<file path="config.mk">
export PLATFORM = sky130hd
export DESIGN_NAME = coin_credit_accumulator
export DESIGN_NICKNAME = d
export VERILOG_FILES = /design/src/rtl/vend_pkg.sv /design/src/rtl/coin_credit_accumulator.sv
export SDC_FILE = /design/constraint.sdc
export NUM_CORES = 1
export LEC_CHECK = 0
export BUFFER_PORTS_ARGS = -buffer_cell sky130_fd_sc_hd__clkbuf_2
export CAP_MARGIN = 40
export CORE_MARGIN = 2
export CORE_UTILIZATION = 45
export CTS_CLUSTER_DIAMETER = 200
export DETAILED_ROUTE_END_ITERATION = 10
export MAX_ROUTING_LAYER = met4
export PLACE_DENSITY = 0.64
export SLEW_MARGIN = 15
export SYNTH_ARGS = -nofsm -noshare
export SYNTH_HDL_FRONTEND = slang
export SYNTH_SLANG_ARGS = --single-unit
</file>
<file path="constraint.sdc">
create_clock -name clk -period 2.9 [get_ports clk]
set_clock_uncertainty 0.05 [all_clocks]
set_input_delay 0.29 -clock clk [delete_from_list [all_inputs] [get_ports clk]]
set_output_delay 0.29 -clock clk [all_outputs]
set_load 0.1 [all_outputs]
</file>
<file path="src/rtl/vend_pkg.sv">
// Shared definitions for the vending path: coin codes, coin values, product prices
// and the front-end state encoding.
package vend_pkg;

    localparam int CREDIT_W_DEFAULT = 5;

    localparam logic [1:0] COIN_5  = 2'b01;
    localparam logic [1:0] COIN_10 = 2'b10;

    typedef enum logic [1:0] {
        IDLE    = 2'd0,
        COLLECT = 2'd1,
        REQUEST = 2'd2,
        REFUND  = 2'd3
    } state_t;

    function automatic logic coin_is_valid(input logic [1:0] code);
        return (code == COIN_5) || (code == COIN_10);
    endfunction

    function automatic logic [3:0] coin_value(input logic [1:0] code);
        case (code)
            COIN_5:  return 4'd5;
            COIN_10: return 4'd10;
            default: return 4'd0;
        endcase
    endfunction

    // Also used by the downstream change stage, so keep the table here only.
    function automatic logic [4:0] price(input logic [1:0] prod);
        case (prod)
            2'd0:    return 5'd5;
            2'd1:    return 5'd10;
            2'd2:    return 5'd15;
            default: return 5'd20;
        endcase
    endfunction

endpackage

</file>
<file path="src/rtl/coin_credit_accumulator.sv">
// Front-end of the vending path: accumulates coin credit, checks it against the
// selected product's price, and issues either a held vend request or a refund pulse.
module coin_credit_accumulator
    import vend_pkg::*;
#(
    parameter int CREDIT_W   = CREDIT_W_DEFAULT,
    parameter int MAX_CREDIT = 30
)(
    input  logic                clk,
    input  logic                rst_n,
    input  logic                coin_valid,
    input  logic [1:0]          coin_val,
    input  logic                sel_valid,
    input  logic [1:0]          sel_product,
    input  logic                cancel,
    input  logic                vend_ack,
    output logic                vend_req,
    output logic [1:0]          product,
    output logic [CREDIT_W-1:0] credit,
    output logic                coin_reject,
    output logic                refund_valid,
    output logic [CREDIT_W-1:0] refund_amt
);

    state_t              r_state;
    logic                r_vendReq;
    logic [1:0]          r_product;
    logic [CREDIT_W-1:0] r_credit;
    logic                r_coinReject;
    logic                r_refundValid;
    logic [CREDIT_W-1:0] r_refundAmt;

    // One extra bit on the sum so an over-limit coin can never wrap into a small credit.
    logic [CREDIT_W:0]   w_creditExt;
    logic [CREDIT_W:0]   w_sum;
    logic [CREDIT_W:0]   w_price;
    logic                w_coinOk;
    logic                w_fits;
    logic                w_selOk;

    assign w_creditExt = {1'b0, r_credit};
    assign w_sum       = w_creditExt + (CREDIT_W+1)'(coin_value(coin_val));
    assign w_price     = (CREDIT_W+1)'(price(sel_product));
    assign w_coinOk    = coin_valid && coin_is_valid(coin_val);
    assign w_fits      = (w_sum <= (CREDIT_W+1)'(MAX_CREDIT));
    assign w_selOk     = sel_valid && (w_price <= w_creditExt);

    always_ff @(posedge clk or negedge rst_n) begin
        if (!rst_n) begin
            r_state       <= IDLE;
            r_vendReq     <= 1'b0;
            r_product     <= 2'd0;
            r_credit      <= '0;
            r_coinReject  <= 1'b0;
            r_refundValid <= 1'b0;
            r_refundAmt   <= '0;
        end else begin
            r_coinReject  <= 1'b0;
            r_refundValid <= 1'b0;
            r_refundAmt   <= '0;
            case (r_state)
                IDLE: begin
                    if (coin_valid) begin
                        if (w_coinOk) begin
                            r_credit <= w_sum[CREDIT_W-1:0];
                            r_state  <= COLLECT;
                        end else begin
                            r_coinReject <= 1'b1;
                        end
                    end
                end
                // Cancel beats an affordable selection, which beats a coin in the same cycle.
                COLLECT: begin
                    if (cancel) begin
                        r_refundValid <= 1'b1;
                        r_refundAmt   <= r_credit;
                        r_credit      <= '0;
                        r_coinReject  <= coin_valid;
                        r_state       <= REFUND;
                    end else if (w_selOk) begin
                        r_vendReq    <= 1'b1;
                        r_product    <= sel_product;
                        r_coinReject <= coin_valid;
                        r_state      <= REQUEST;
                    end else if (coin_valid) begin
                        if (w_coinOk && w_fits) begin
                            r_credit <= w_sum[CREDIT_W-1:0];
                        end else begin
                            r_coinReject <= 1'b1;
                        end
                    end
                end
                REQUEST: begin
                    r_coinReject <= coin_valid;
                    if (vend_ack) begin
                        r_vendReq <= 1'b0;
                        r_product <= 2'd0;
                        r_credit  <= '0;
                        r_state   <= IDLE;
                    end
                end
                REFUND: begin
                    r_coinReject <= coin_valid;
                    r_state      <= IDLE;
                end
                default: r_state <= IDLE;
            endcase
        end
    end

    assign vend_req     = r_vendReq;
    assign product      = r_product;
    assign credit       = r_credit;
    assign coin_reject  = r_coinReject;
    assign refund_valid = r_refundValid;
    assign refund_amt   = r_refundAmt;

endmodule

</file>
==> results.txt <==
* Standard cell with the maximum stage delay on the critical path: dfrtp_1
* Overflow after GRT: 0
- Area growth from synthesis to layout: 14.50%
* Hold Crit Start: coin_valid
- Vias per cell: between 5 and 6
* Dpl ws: about 0.32 ns
* Total of flip-flops plus latches after synthesis: 17
- For this run, the detailed router's first-pass iteration total came to 7.
- The critical path is of the register to register type.
- Data arrival time at the worst-slack endpoint: ~2.6 ns
- Part of the Yosys area used for sequential elements: a little under a third
* Post-Layout Cell Count: around 200
- Initial standard-cell utilization of the core: approximately 48%
* Die footprint: between 3000 and 4000 um^2
- Measured along the y axis, the die boundary spans 58.70 um.
- Headroom to the max-slew limit came out at between 60% and 70%.
* Yosys warning count: 0
- Result of the run: finished, violations left
* Final estimated routing congestion in global placement: 0.8584
- Buffers inserted during clock tree synthesis total 3.
* Max clock buf depth: 2
* Number of max-slew violations in the final report: 0
- Net count after synthesis: 167
- Setup repair after global routing missed its margin: false
- Critical Path Sink: credit[1]
- Cell breakdown of the critical path: xor2_1 -> ha_1 -> a211o_1 -> a311o_1 -> nand4_1 -> nand4b_4 -> a31oi_4 -> mux2i_1
- Beginning of the critical path: credit[1]
* Count of max-cap constraint violations: 0
* Fraction of post-synthesis cell area in the top cell type by area: between 30% and 40%
* Classification of the worst-slack hold path: input port to register
- Number of gates on the worst path with buffers counted: 8
- Global-route wire length before repair: approximately 5000 um
- After routing the design area is 1541 um^2.
- # diodes: 0
- CTS built an H-tree with a depth of 1.
- The routed design has between 2000 and 3000 um of wire.
- On the worst path, the slowest cell contributes a delay of 0.48 ns.
- Vias in the first global route: roughly 1,100
- The worst setup path is captured at a register.
* Residual DRC count: 1
- Post-CTS repair changed the size of 0 cells.
* Final total negative setup slack: 0 ns
* Maximum operating frequency: approximately 0.42 GHz
* FF-to-FF End: credit[1]
- Final Hold Fails: 0
- The tree is rooted in a clkbuf_4.
- HPWL Detailed: 2217 um
- Clock tree from TritonCTS: yes
- Clock latency on the worst-skew pair, taken at its later pin, is between 0.2 and 0.3 ns.
* Number of nets at the end of the flow: just under 200
- The number of placed instances, taps included, is 192.
- Number of vias after detailed routing: ~1,100
- Clock-pin slew was measured on the worst setup and hold paths at about 0.10 ns.
- In this run, synthesis inferred 0 flip-flops with an integrated enable.
* Leading post-synthesis cells by cell area: dfrtp_1, ha_1, mux2i_1
- The number of antenna violations at the first check in global routing came to 0.
- Final ANT Viol Nets: 0
- For the pin with the worst max-slew slack, the measured transition is between 0.5 and 0.6 ns.
* Count leader, synth: ha_1
- The floorplan step defined a core boundary enclosing approximately 2800 um^2.
* Number of buffer and inverter instances along the worst setup path: 0
- Entering global routing, the biggest net connects 18 pins.
- In the synthesized netlist the dominant register cell turns out to be dfrtp_1.
- Mapped cell area: 1346 um^2
* Post-route clock period utilization: roughly four fifths
* Global routing usage summed across all routing layers: 19.11%
- Min Tclk post-route: about 2.4 ns
* Post-synthesis cell type count: 41
* Die span in x: approximately 59 um
- Family with the most delay on the worst path: compound AO/OA/AOI/OAI gates
- Counting flops with an async set or reset pin after synthesis yields a share of 100.0%.
* Count of input and output buffers: 24
* R2R Setup Slk: approximately 0.53 ns
- Cells on worst reg2reg path: 8
* Endpoint required time on the critical path: just over 3 ns
- The worst path meets setup with ~0.53 ns of slack.
* Total setup violations reported at the end of the flow: 0
- Routed length per placed instance: around 14 um
- Share of final-layout standard cells stronger than drive strength 1: 22.29%
- The placed instances occupy a cell area of 1504 um^2.
* Crit Reg-Reg Startpoint: credit[1]
* Violated checks: design-rule violations
- The biggest area contributor in the post-synthesis netlist is dfrtp_1.
* Average cell area after synthesis: 9.756 um^2
* Element type at the critical path start: register
* Starting DRT DRC Count: 36
- 25 I/O pins were placed.
- Cell Rows: 19
* Critical path peak fanout: 8
- Clock net sink count: 17
- Syn Inst Count: around 140
* Top post-synthesis cells by count: ha_1, dfrtp_1, inv_1, nand2_1
## layout make-up
class	instances	area, um^2
fill	265	1264
multi-input combinational	106	863.3
sequential	17	425.4
timing repair buffer	26	137.6
inverter	13	48.80
tap	31	38.79
clock buffer	3	22.52
clock inverter	1	5.005
## worst register-to-register path, cell delays in order (launching register included)
cell and delay, ns:
dfrtp_1 0.48, xor2_1 0.20, ha_1 0.24, a211o_1 0.25, a311o_1 0.31, nand4_1 0.16, nand4b_4 0.15, a31oi_4 0.25
mux2i_1 0.22
## state kept, by name, summed over array words and instances (netlist names)
| name | flops |
|---|---|
| credit | 5 |
| refund_valid | 1 |
| product | 2 |
| refund_amt | 5 |
| vend_req | 1 |
| r_state | 2 |
| coin_reject | 1 |
## stage by stage
step / util (%) / hold WS, ns
after floorplan: - / -0.05559
after global placement: 53.61 / 0.1863
after detailed placement: 53.61 / 0.2006
after CTS: 54.95 / 0.1443
after global routing: 54.95 / 0.1797
final: 54.95 / 0.1610
## routing by layer
metal	track usage [%]	wire [um]
met5	-	0
met4	4.870	38
met3	5.055	124
met2	30.66	1285
met1	24.07	1362
## logic make-up after synthesis
group                      share of synthesized area, %
adders and majority gates                         17.66
muxes                                             4.461
AOI/OAI and AO/OA                                 15.52
xor gates and xnor gates                          2.602
DFF                                               31.60
buffers and inverters                             4.275
and+or+nand+nor                                   23.88
## how the worst min path moves through the flow
| stage | depth (start not counted) | to |
|---|---|---|
| 2_1_floorplan | 0 | coin_reject |
| 3_3_place_gp | 1 | refund_amt[2] |
| 3_5_place_dp | 1 | refund_amt[4] |
| 4_1_cts | 3 | coin_reject |
| 5_1_grt | 3 | coin_reject |
| 6_report | 3 | coin_reject |
## repair_timing
| item | 4_1_cts | 5_1_grt |
|---|---|---|
| buffers inserted | 0 | 0 |
| hold endpoints to repair | 17 | 0 |
| hold buffers | 1 | 0 |
## placed cells by master, fill, tap and decap left out, types with 2 or more instances in the layout
cell type,instances
a211o_1,2
a21o_1,2
and2_1,3
and3_1,6
clkbuf_2,24
clkbuf_4,3
dfrtp_1,17
ha_1,19
inv_1,13
mux2i_1,6
nand2_1,9
nand2b_1,4
nand3_1,3
nand3b_1,4
nand4_1,2
nor2_1,5
nor2b_1,5
nor3_1,3
nor3b_1,2
o21ai_0,4
o22a_1,2
o2bb2ai_1,3
xor2_1,4
Power is left out: the tool's default activity adds up to more than one toggle a clock period on the data nets, which glitch-free logic cannot reach.
